$ cat src/rtl/bus_mux_pipe.sv
// Priority bus multiplexer with registered output pipeline, hold-last-value,
// sticky conflict flag and winner index. Optional counter: BUS_MUX_CONFLICT_CNT_EN.
module bus_mux_pipe #(
   parameter int unsigned NUM_SRC     = 24,
   parameter int unsigned DATA_W      = 32,
   parameter int unsigned PIPE_STAGES = 1,
   localparam int unsigned IDX_W      = (NUM_SRC > 2) ? $clog2(NUM_SRC) : 1
) (
   input  logic                        clk,
   input  logic                        clr,
   input  logic [NUM_SRC*DATA_W-1:0]   src_data,
   input  logic [NUM_SRC-1:0]          src_out,
   input  logic                        hold_en,
   input  logic                        conflict_clr,
   output logic [DATA_W-1:0]           bus_out,
   output logic                        bus_valid,
   output logic [IDX_W-1:0]            bus_idx,
   output logic                        conflict,
   output logic [15:0]                 conflict_cnt
);

   logic [IDX_W-1:0]  win_idx;
   logic [DATA_W-1:0] win_data;
   logic              any;
   logic              multi;

   logic [DATA_W-1:0] hold_q, hold_d;
   logic [DATA_W-1:0] s1_data_q, s1_data_d;
   logic              s1_valid_q, s1_valid_d;
   logic [IDX_W-1:0]  s1_idx_q, s1_idx_d;
   logic              conflict_q, conflict_d;

   // Highest asserted enable wins: later loop iterations override earlier ones.
   always_comb begin
      win_idx  = '0;
      win_data = '0;
      for (int unsigned i = 0; i < NUM_SRC; i++) begin
         if (src_out[i]) begin
            win_idx  = IDX_W'(i);
            win_data = src_data[i*DATA_W +: DATA_W];
         end
      end
   end

   assign any   = |src_out;
   assign multi = ($countones(src_out) > 1);

   always_comb begin
      hold_d     = hold_q;
      s1_data_d  = '0;
      s1_valid_d = any;
      s1_idx_d   = '0;
      if (any) begin
         hold_d    = win_data;
         s1_data_d = win_data;
         s1_idx_d  = win_idx;
      end else if (hold_en) begin
         s1_data_d = hold_q;
      end
      // Set has priority over the synchronous clear.
      conflict_d = multi | (conflict_q & ~conflict_clr);
   end

   always_ff @(posedge clk or posedge clr) begin
      if (clr) begin
         hold_q     <= '0;
         s1_data_q  <= '0;
         s1_valid_q <= 1'b0;
         s1_idx_q   <= '0;
         conflict_q <= 1'b0;
      end else begin
         hold_q     <= hold_d;
         s1_data_q  <= s1_data_d;
         s1_valid_q <= s1_valid_d;
         s1_idx_q   <= s1_idx_d;
         conflict_q <= conflict_d;
      end
   end

   assign conflict = conflict_q;

   generate
      if (PIPE_STAGES == 2) begin : g_stage2
         logic [DATA_W-1:0] s2_data_q, s2_data_d;
         logic              s2_valid_q, s2_valid_d;
         logic [IDX_W-1:0]  s2_idx_q, s2_idx_d;

         always_comb begin
            s2_data_d  = s1_data_q;
            s2_valid_d = s1_valid_q;
            s2_idx_d   = s1_idx_q;
         end

         always_ff @(posedge clk or posedge clr) begin
            if (clr) begin
               s2_data_q  <= '0;
               s2_valid_q <= 1'b0;
               s2_idx_q   <= '0;
            end else begin
               s2_data_q  <= s2_data_d;
               s2_valid_q <= s2_valid_d;
               s2_idx_q   <= s2_idx_d;
            end
         end

         assign bus_out   = s2_data_q;
         assign bus_valid = s2_valid_q;
         assign bus_idx   = s2_idx_q;
      end else begin : g_stage1
         assign bus_out   = s1_data_q;
         assign bus_valid = s1_valid_q;
         assign bus_idx   = s1_idx_q;
      end
   endgenerate

`ifdef BUS_MUX_CONFLICT_CNT_EN
   logic [15:0] cnt_q, cnt_d;

   // Saturating event counter; an increment beats a same-cycle clear.
   always_comb begin
      cnt_d = cnt_q;
      if (multi) begin
         if (cnt_q != 16'hFFFF) cnt_d = cnt_q + 16'd1;
      end else if (conflict_clr) begin
         cnt_d = 16'h0000;
      end
   end

   always_ff @(posedge clk or posedge clr) begin
      if (clr) cnt_q <= 16'h0000;
      else     cnt_q <= cnt_d;
   end

   assign conflict_cnt = cnt_q;
`else
   assign conflict_cnt = 16'h0000;
`endif

endmodule

$ cat config.mk
export PLATFORM = sky130hd
export DESIGN_NAME = bus_mux_pipe
export DESIGN_NICKNAME = d
export VERILOG_FILES = /design/src/rtl/bus_mux_pipe.sv
export SDC_FILE = /design/constraint.sdc
export NUM_CORES = 1
export LEC_CHECK = 0
export CAP_MARGIN = 20
export CELL_PAD_IN_SITES_DETAIL_PLACEMENT = 2
export CELL_PAD_IN_SITES_GLOBAL_PLACEMENT = 2
export CORE_AREA = 2 2 333 335
export CTS_CLUSTER_SIZE = 10
export DETAILED_ROUTE_END_ITERATION = 10
export DIE_AREA = 0 0 335 337
export GPL_TIMING_DRIVEN = 0
export HOLD_SLACK_MARGIN = 0.06
export PLACE_DENSITY = 0.52
export SKIP_LAST_GASP = 1
export SYNTH_ARGS = -nofsm -noshare
export SYNTH_HDL_FRONTEND = slang
export SYNTH_SLANG_ARGS = --single-unit
$ cat constraint.sdc
create_clock -name clk -period 3 [get_ports clk]
set_input_delay 0.45 -clock clk [delete_from_list [all_inputs] [get_ports clk]]
set_output_delay 0.45 -clock clk [all_outputs]
set_load 0.005 [all_outputs]
### Yosys cells after proc, flatten, opt, wreduce, memory -nomap -nowiden

Cells that the tools add are included.

| cells by class | value |
|---|---|
| $add $sub $neg | 23 |
| shift operators | 0 |
| multiplexer cells | 50 |
| multipliers | 0 |
| equal/unequal tests | 0 |
| reductions and logical operators | 1 |
| bitwise logic cells | 3 |
| order comparisons | 1 |
| div/mod/pow operators | 0 |

Operators by type and width:

| kind | count |
|---|---|
| $mux 32 | 26 |
| $mux 5 | 23 |
| $add 1x1->2 | 12 |
| $reduce_or 24->1 | 1 |
| $add 2x2->3 | 6 |
| $add 3x3->4 | 3 |
| $add 5x4->6 | 1 |
| $gt 6x1->1 const B | 1 |
| $add 4x4->5 | 1 |
| $and 1x1->1 | 1 |
| $mux 1 | 1 |
| $not 1->1 | 1 |
| $or 1x1->1 | 1 |

| storage, ports and cells | value |
|---|---|
| input bits | 796 |
| bits in latches | 0 |
| word-level logic and storage cells | 83 |
| bits in read-only memories | 0 |
| flip-flop bits (word level) | 71 |
| memories kept | 0 |
| memory bits (writable) | 0 |
| output and inout bits | 55 |

### Logic depth before layout (Yosys ltp)

Gate-level depths: netlist of run 1.

| depth | value |
|---|---|
| word-level depth | 25 |
| mapped depth | 17 |
| mapped depth without buffers | 15 |

### Least setup slack after synthesis of run 1

No wires, ideal clock.

| path | value |
|---|---|
| path type | in2reg |
| start | in src_out[1] |
| end | reg conflict_q, in the netlist conflict |
| setup time | 0.135 ns |
| path buffers | 2 |
| cell stages on the path | 13 |
| arrival time | 4.473 ns |
| data required time | 2.865 ns |
| slack | -1.609 ns |
| path through | clkbuf_1 > clkbuf_1 > inv_1 > fa_1 > fa_1 > fa_1 > fa_1 > fa_1 > inv_1 > ha_1 > fa_1 > nor4_1 > nand3_1 |

| between the ends | value |
|---|---|
| cells in the longest elaborated chain, start to end | 7 |

RTL lines:

| item | line | source |
|---|---|---|
| start: declaration | 12 | `input logic [NUM_SRC-1:0] src_out,` |
| $add 1x1->2 (not written as such) | 46 | `assign multi = ($countones(src_out) > 1);` |
| $add 2x2->3 (not written as such) | 46 |  |
| $add 3x3->4 (not written as such) | 46 |  |
| $add 4x4->5 (not written as such) | 46 |  |
| $add 5x4->6 (not written as such) | 46 |  |
| $gt 6x1->1 | 46 |  |
| $or 1x1->1 | 61 | `conflict_d = multi \| (conflict_q & ~conflict_clr);` |
| via conflict_d | 31 | `logic conflict_q, conflict_d;` |
| end signal: assignment | 76 | `conflict_q <= conflict_d;` |
| end: declaration | 31 |  |

The timed path passes the listed nets, and every way through them passes these cells.
A chain may end at the register's enable or synchronous reset.

### Worst setup path in the final report of run 1

| path | value |
|---|---|
| start | in src_out[11] |
| end | reg conflict_q, in the netlist conflict |

Same word-level chain as after synthesis.

==> results of run 1 <==
cells in the mapped netlist (all sizes together) (5+ instances only):
master     n  area (µm²)
nor2      64         240
a21oi     56         295
dfrtp     71        1780
nand3b     8        60.1
inv       53         199
a221oi   103         902
a211o     15         131
a22oi     32         240
or2       10        62.6
nor3      18        95.1
a31oi      5        43.8
nand2    123         462
o21a      15         113
o31ai     10        75.1
clkbuf   113         424
o22ai     75         469
fa        17         340
o21bai     6        45.0
buf       38         234
nand2b    21         131
a21o      10        75.1
a221o     51         510
o21ai     87         435
o221a     11         124
nand4      7        50.1
nand3     29         145
nor3b      7        67.6
ha         7        87.6
o211ai    17         153
a211oi    16         120
o2111ai   22         199
nor2b     28         175
and3      11        68.8
o221ai    49         429
a22o       7        61.3
nor4      18         113
or3        5        36.3
cells in the final DEF, fill, tap and decap left out, types with 13 or more instances in the layout:
cell	n
clkbuf_2	29
diode_2	15
o22ai_1	75
o21ai_0	68
buf_8	15
o2111ai_1	20
clkdlybuf4s50_1	813
buf_4	54
nor3_1	16
nand3_1	29
a22oi_1	32
clkbuf_16	17
o21a_1	15
fa_1	14
nand2_1	123
a221o_1	51
nor2_1	60
inv_1	38
nor2b_1	27
nand2b_1	20
conb_1	16
buf_2	13
a21oi_1	51
a221oi_1	96
o221ai_1	48
nor4_1	16
dfrtp_1	71
clkbuf_1	56
a211o_1	15
o21ai_1	19
cell type report:
class                           count  area share (%)
Timing Repair Buffer              881            41.7
Multi-Input combinational cell   1010            34.1
Tap cell                         1426            8.43
Sequential cell                    71            8.39
Buffer                            142            4.41
Inverter                           57            1.29
Clock buffer                       10            1.13
Clock inverter                      6           0.319
Antenna cell                       15           0.177
worst max-delay path by stage:
stage	depth (start not counted)	to	slack, ps
after floorplan	13	conflict$_DFF_PP0_	-1250
after global placement	13	conflict$_DFF_PP0_	-3770
after detailed placement	13	conflict$_DFF_PP0_	-3850
after CTS	13	conflict$_DFF_PP0_	-1230
after global routing	12	conflict$_DFF_PP0_	-1070
final	14	conflict$_DFF_PP0_	-1000
cells by family after synthesis:
kind of cell,count (synthesis),share of synthesized area (%)
and+or+nand+nor,354,18.2
DFF,71,18.6
other,1,0.0392
muxes,1,0.118
AOI/OAI and AO/OA,615,49.4
buffers and inverters,208,9.11
adders and majority gates,24,4.47
flip-flops by register name, summed over array words and instances, names as in the netlist:
signal / flops
bus_idx: 5
bus_out: 32
hold_q: 32
conflict: 1
bus_valid: 1
power by group:
part	total, µW	switching, µW	internal [µW]
clock	1220	551	674
sequential	1090	41.1	1050
combinational	3410	1740	1670
total	5720	2330	3400
per-stage QoR:
step | power (µW) | setup WS, ps | util (%) | hold slack (ps)
2_1_floorplan | 2150 | -1250 | - | 446
3_3_place_gp | 4310 | -3770 | 18.0 | 458
3_5_place_dp | 4380 | -3850 | 18.3 | 468
4_1_cts | 5780 | -1230 | 19.3 | 377
5_1_grt | 6030 | -1070 | 19.3 | 384
6_report | 5720 | -1000 | 19.3 | 379
worst register-to-register path, delay by kind of cell (launching register included):
kind / cells / cell delay [ps]
DFF: 1 / 360
and+or+nand+nor: 1 / 100
AOI/OAI and AO/OA: 1 / 250
routing by layer:
layer / global-route usage (%) / share of wire (%) / vias to the layer above
met1: 29.3 / 43 / 8146
met5: 0 / 0.085 / -
met2: 42.3 / 50 / 713
met4: 3.86 / 1.6 / 18
met3: 3.86 / 5.0 / 88
li1: - / - / 6937
repair_timing:
action / in CTS / in global routing
hold buffers: 0 / 0
setup endpoints to repair: 68 / 66
gates resized for setup: 217 / 61
setup buffers: 19 / 6
endpoints found under the hold margin: 0 / 0
pin swaps: 14 / 15
==> reports/qor.yml, run 1 <==
synth:
  syn_area_um2: 9570
  ys_ff_latch: 71
  async_flop_share_pct: 100
  yosysWarnings: 0
  synth_cells: 1274
  synthFlopType: "dfrtp_1"
  syn_avg_cell_area_um2: 7.51
  synth_edf_count: 0
  synthDistinctLibCells: 70
  ys_seq_area_share_pct: 18.6
critical_path:
  path_common_cell: "fa_1"
  cp_slowest_stage_delay_ps: 520
  crit_family: "adder cells"
  required_ps: 3240
  crit_start: "src_out[11]"
  r2r_end: "bus_out[3]$_DFF_PP0_"
  crit_path_cell_trace: "buf_8 -> clkbuf_16 -> inv_4 -> clkbuf_16 -> fa_1 -> fa_2 -> fa_1 -> fa_2 -> fa_1 -> inv_2 -> ha_4 -> fa_1 -> nor4_2 -> nand3_1"
  critPathSlowestCell: "fa_1"
  start_kind: "primary input"
  endpoint_kind: "flop"
  r2r-start: "hold_q[3]$_DFFE_PP0P_"
  path_class: "in -> reg"
  path_buf_inv: 5
  r2r_setup_slack_ps: 2230
  rr_worst_depth: 2
  critPathArrivalTime_ps: 4250
  cp_max_fo: 3
cells_and_area:
  seq_area_um2: 1780
  area_growth_syn_to_layout_pct: 121
  stdcell_count: 3618
  drive_gt1_share_pct: 11.6
  fillCellCount: 12697
  final_area_um2: 21200
  nNetsFinal: 2992
  multiInputGateArea_um2: 7230
placed_design:
  placed_area_um2: 20100
  dpl.hpwl_mm: 119
  gp_congestion: 0.829
  io_buffer_count: 831
  dp_cells: 3571
clock_network:
  cts_tree: "done"
  cts_buffer_depth: 2
  root_buffer: "clkbuf_16"
  numCtsBuffers: 9
  clk_pin_slew_worst_paths_ps: 80
  cts_htree_levels: 3
  clkLatencyLatePin_ps: 370
  clock_sinks: 71
die:
  pin_count: 851
  die_h_um: 337
  row_count: 122
  initial_core_util_pct: 8.73
  design.core.area_um2: 110000
  dieArea_um2: 113000
  die_x_um: 335
timing:
  slew_viol_final: 0
  tns_ps: -22590
  fin_ws_ps: -1000
  tightestPinTransition_ps: 1250
  max_clock_freq_mhz: 250
  final_hold_viol_count: 0
  period_share_pct: 133
  finalCriticalPeriod_ps: 4000
  rsz0062_at_grt: "yes"
  finalClockSkew_ps: 11.0
  slew_headroom_pct: 16.7
  setup_viol: 66
routing:
  route.detailed.drc: 0
  antenna_left: 0
  drt-initial-drc-count: 822
  route.vias.total: 15902
  firstDrtPassIters: 5
  vias_per_cell: 4.40
  routed_wl_mm: 137
  post_drt_wl_per_cell_um: 37.9
power:
  p_per_area_nw_per_um2: 270
  p_leak_uw: 0.00751
  peakVddDrop_mv: 0.180
run_status:
  violations: "negative setup slack"
  status: "complete, but fails checks"
grt:
  first_global_vias: 17926
  grt_pass1_wl_mm: 175
  grt-ovfl-total: 0
  grt.total_usage_pct: 23.4
  antenna_found_initial: 42
  grt_max_degree: 56
job:
  cap_viol_max_count: 0
hold_path:
  hp-class: "in -> async"
(Power assumes the default switching activity.)
==> inputs of run 2 (changes only) <==
Settings changed: GPL_TIMING_DRIVEN 0 to not set.
==> run 2 against run 1 <==
  * The run still ends with negative setup slack left
  * Clock power decreased by 3%
  * Count of clock-buffer cells in the layout rose by 1
  * Sequential share of layout area fell by 0.46 points
  * Core utilization grew 1.1 points
  * Critical path depth unchanged
  * Maximum frequency increased by 1.6%
  * Register-to-register slack about the same
  * Critical path type unchanged
==> reports/qor.yml, run 2 (synthesis results as in run 1) <==
run_status:
  status: "complete, but fails checks"
  violations: "negative setup slack"
timing:
  finalClockSkew_ps: 4.77
  slew_headroom_pct: 44.3
  tns_ps: -943
  max_clock_freq_mhz: 254
  period_share_pct: 131
  finalCriticalPeriod_ps: 3940
  tightestPinTransition_ps: 834
  final_hold_viol_count: 0
  setup_viol: 1
  slew_viol_final: 0
  rsz0062_at_grt: "yes"
  fin_ws_ps: -943
critical_path:
  critPathArrivalTime_ps: 4170
  path_class: "in -> reg"
  required_ps: 3230
  endpoint_kind: "flop"
  start_kind: "primary input"
  cp_max_fo: 2
grt:
  grt.total_usage_pct: 21.1
  grt-ovfl-total: 0
  first_global_vias: 18067
  antenna_found_initial: 24
  grt_max_degree: 38
  grt_pass1_wl_mm: 163
clock_network:
  cts_htree_levels: 3
  root_buffer: "clkbuf_16"
  clk_pin_slew_worst_paths_ps: 60
  hold_buffers: 0
  numCtsBuffers: 9
  clkLatencyLatePin_ps: 360
  clock_sinks: 71
  cts_buffer_depth: 2
  cts_tree: "done"
die:
  dieArea_um2: 113000
  initial_core_util_pct: 8.73
  design.core.area_um2: 110000
  row_count: 122
  die_h_um: 337
  die_x_um: 335
  pin_count: 851
cells_and_area:
  area_growth_syn_to_layout_pct: 134
  fin_util_pct: 20.4
  layout_common_cells: "clkdlybuf4s50_1, buf_4, nand2_1, a221oi_1, o22ai_1"
  drive_gt1_share_pct: 18.1
  stdcell_count: 3734
  final_area_um2: 22400
  nNetsFinal: 3115
  layout_commonest_cell: "clkdlybuf4s50_1"
  fillCellCount: 12666
power:
  p_sw_share_pct: 37.8
  p_int_uw: 3570
  comb_power_share_pct: 60.4
  p_seq_share_pct: 19.1
  p_leak_uw: 0.00841
  clockPowerShare_pct: 20.5
  p_per_area_nw_per_um2: 257
  peakVddDrop_mv: 0.169
  p_switching_uw: 2170
placed_design:
  io_buffer_count: 834
  dp_cells: 3704
  placed_area_um2: 21900
  pre_cts_slack_ps: -2030
  dpl.hpwl_mm: 108
  gp_congestion: 0.868
hold_path:
  hp-class: "reg -> reg"
job:
  cap_viol_max_count: 0
routing:
  post_drt_wl_per_cell_um: 33.2
  routed_wl_mm: 124
  route.detailed.drc: 0
  route.vias.total: 15976
  drt-initial-drc-count: 867
  antenna_left: 0
  vias_per_cell: 4.28
  firstDrtPassIters: 5
run 2: cell type report:
| class | instances | area, µm² | area share, % |
|---|---|---|---|
| diodes | 8 | 20.0 | 0.0894 |
| inverters | 57 | 223 | 0.995 |
| multi-input cells | 1010 | 7080 | 31.6 |
| well taps | 1426 | 1780 | 7.97 |
| repair buffers | 1146 | 11200 | 50.0 |
| clock buffers | 11 | 253 | 1.13 |
| flip-flops and latches | 71 | 1780 | 7.94 |
| clock inverters | 5 | 56.3 | 0.251 |
run 2: worst max-delay path: stages:
cell and delay, ps:
buf_6 100, fa_1 570, inv_2 50, fa_1 500, inv_2 40, fa_1 500, inv_2 40, fa_1 480
fa_1 510, inv_2 50, ha_4 160, fa_1 500, nor4_2 140, nand3_1 90
run 2: power by group through the flow:
stage	clock network (µW)	registers (µW)	logic (µW)
after floorplan	0	1100	1050
after global placement	0	1110	3410
after detailed placement	0	1110	3430
after CTS	1230	1100	3480
after global routing	1260	1110	3750
final	1180	1100	3470
run 2: layer usage:
layer / GRT usage [%] / vias up / routed length (µm)
met5: 0 / - / 43
met4: 3.11 / 10 / 1020
met3: 3.71 / 53 / 6830
met2: 36.5 / 662 / 60500
met1: 27.8 / 8105 / 55400
li1: - / 7146 / -
run 2: per-stage QoR:
| stage | hold slack [ps] | power, µW |
|---|---|---|
| after floorplan | 446 | 2150 |
| after global placement | 458 | 4520 |
| after detailed placement | 469 | 4550 |
| after CTS | 483 | 5810 |
| after global routing | 513 | 6120 |
| final | 478 | 5740 |
run 2: what timing repair did:
action | in CTS | in global routing
gates cloned | 1 | 1
pin swaps | 17 | 14
setup buffers | 3 | 2
endpoints found under the setup margin | 52 | 30
resized for setup | 45 | 20
run 2: final timing paths:
path	end	slack [ps]	cells past startpoint	startpoint
worst min register to register	hold_q[17]$_DFFE_PP0P_	480	2	hold_q[17]$_DFFE_PP0P_
worst min-delay path	hold_q[17]$_DFFE_PP0P_	480	2	hold_q[17]$_DFFE_PP0P_
min in group asynchronous	bus_out[20]$_DFF_PP0_	500	2	clr
worst max-delay path	conflict$_DFF_PP0_	-940	14	src_out[19]
max in group asynchronous	hold_q[19]$_DFFE_PP0P_	1850	3	clr
worst max register to register	bus_out[9]$_DFF_PP0_	2240	2	hold_q[9]$_DFFE_PP0P_
==> inputs of run 3 (changes only) <==
Settings changed: CELL_PAD_IN_SITES_DETAIL_PLACEMENT 2 to 1, CELL_PAD_IN_SITES_GLOBAL_PLACEMENT 2 to 1, PLACE_DENSITY 0.52 to 0.43.
Clock period 3 ns to 3.5 ns, I/O delays scaled along.
==> run 3 against run 2 <==
  * The run still ends with negative setup slack left
  * Hold slack improved by 4.4 ps
  * First-iteration DRC count is 9.5% lower
  * Worst setup slack improved by 360 ps
  * Final cell count fell by 2.1%
  * Sequential power decreased by 15%
  * Clock skew increased by 1.0 ps
  * Critical path depth stayed put
  * Combinational power shrank 15%
  * Global-route usage grew 0.32 points
  * Die area is the same
  * Total power decreased by 15%
  * Cell area is 4.1% lower
  * Highest routed layer unchanged
==> reports/qor.yml, run 3 (synthesis results as in run 1) <==
run_status:
  status: "complete, but fails checks"
  violations: "negative setup slack"
routing:
  post_drt_wl_per_cell_um: 34.4
  route.vias.total: 15802
  antenna_left: 0
  route.detailed.drc: 0
  routed_wl_mm: 126
  drt-initial-drc-count: 785
  firstDrtPassIters: 5
  vias_per_cell: 4.32
job:
  cap_viol_max_count: 0
placed_design:
  dp_cells: 3628
  gp_congestion: 0.864
  dpl.hpwl_mm: 111
  io_buffer_count: 834
clock_network:
  cts_buffer_depth: 2
  root_buffer: "clkbuf_16"
  numCtsBuffers: 9
  cts_htree_levels: 3
  clkLatencyLatePin_ps: 360
  hold_buffers: 0
  clock_sinks: 71
  clk_pin_slew_worst_paths_ps: 70
  cts_tree: "done"
critical_path:
  rr_worst_depth: 4
  r2r-start: "hold_q[27]$_DFFE_PP0P_"
  r2r_end: "bus_out[27]$_DFF_PP0_"
  critPathArrivalTime_ps: 4310
  cp_max_fo: 2
  endpoint_kind: "flop"
  required_ps: 3730
  start_kind: "primary input"
  r2r_setup_slack_ps: 2740
  path_class: "in -> reg"
grt:
  grt.total_usage_pct: 21.4
  grt_max_degree: 48
  first_global_vias: 17563
  grt-ovfl-total: 0
  antenna_found_initial: 31
  grt_pass1_wl_mm: 163
timing:
  finalClockSkew_ps: 5.78
  setup_viol: 1
  final_hold_viol_count: 0
  slew_viol_final: 0
  tightestPinTransition_ps: 987
  rsz0062_at_grt: "yes"
  period_share_pct: 117
  finalCriticalPeriod_ps: 4080
  fin_ws_ps: -582
  slew_headroom_pct: 34.2
  tns_ps: -582
  max_clock_freq_mhz: 245
hold_path:
  worstHoldEndpoint: "hold_q[18]$_DFFE_PP0P_"
  hp-class: "reg -> reg"
  min-delay-start: "hold_q[18]$_DFFE_PP0P_"
  whs_path_depth: 2
cells_and_area:
  multiInputGateArea_um2: 7050
  area_growth_syn_to_layout_pct: 124
  layout_commonest_cell: "clkdlybuf4s50_1"
  stdcell_count: 3656
  drive_gt1_share_pct: 14.9
  fillCellCount: 12903
  nNetsFinal: 3036
  seq_area_um2: 1780
  layout_common_cells: "clkdlybuf4s50_1, buf_4, nand2_1, a221oi_1, o22ai_1"
die:
  initial_core_util_pct: 8.73
  dieArea_um2: 113000
  die_x_um: 335
  die_h_um: 337
  pin_count: 851
  design.core.area_um2: 110000
  row_count: 122
power:
  p_per_area_nw_per_um2: 227
  peakVddDrop_mv: 0.163
  p_leak_uw: 0.00789
[run 3: layout make-up]
cell class / instances / share of cell area (%)
repair buffers: 1067 / 48.0
multi-input cells: 1010 / 32.8
well taps: 1426 / 8.31
flip-flops and latches: 71 / 8.28
clock buffers: 10 / 1.11
inverters: 57 / 1.06
clock inverters: 6 / 0.280
diodes: 9 / 0.105
[run 3: routing by layer]
metal	vias to the layer above	track usage (%)	part of all wire, %
li1	6987	-	-
met1	8025	26.6	42
met2	697	39.3	51
met3	71	3.54	5.2
met4	22	3.14	1.3
met5	-	0	0.11
[run 3: metrics by stage]
stage                     hold WS, ps  util (%)  power, µW  area, µm²  setup WS (ps)
after CTS                         481      19.6       4950      21400           -743
after global placement            458      19.2       3820      21100          -1390
after floorplan                   446         -       1850       9680           -827
final                             482      19.6       4860      21500           -582
after global routing              513      19.6       5140      21400           -772
after detailed placement          467      19.2       3880      21100          -1520
[run 3: power breakdown]
group          switching (µW)  internal, µW  leakage [µW]
Clock                     407           568      0.000144
Combinational            1430          1520       0.00692
Sequential               37.0           901      0.000825
[run 3: how the worst max path moves through the flow]
stage | slack (ps) | from | to
after floorplan | -830 | src_out[15] | conflict$_DFF_PP0_
after CTS | -740 | src_out[9] | conflict$_DFF_PP0_
after global placement | -1390 | src_out[5] | conflict$_DFF_PP0_
after global routing | -770 | src_out[17] | conflict$_DFF_PP0_
final | -580 | src_out[17] | conflict$_DFF_PP0_
after detailed placement | -1520 | src_out[9] | conflict$_DFF_PP0_
[run 3: critical path, cell delays in order]
cell and delay (ps):
buf_2 130, fa_1 530, inv_1 50, fa_1 470, inv_1 50, fa_1 490
inv_1 60, fa_1 500, fa_1 520, inv_2 50, ha_4 160, fa_1 490
nor4_2 160, nand3_1 120
[run 3: repair_timing]
action                     4_1_cts  5_1_grt
pin swaps                       13        5
setup endpoints to repair        1        1
setup buffers                    4        0
gates resized for setup         54        2
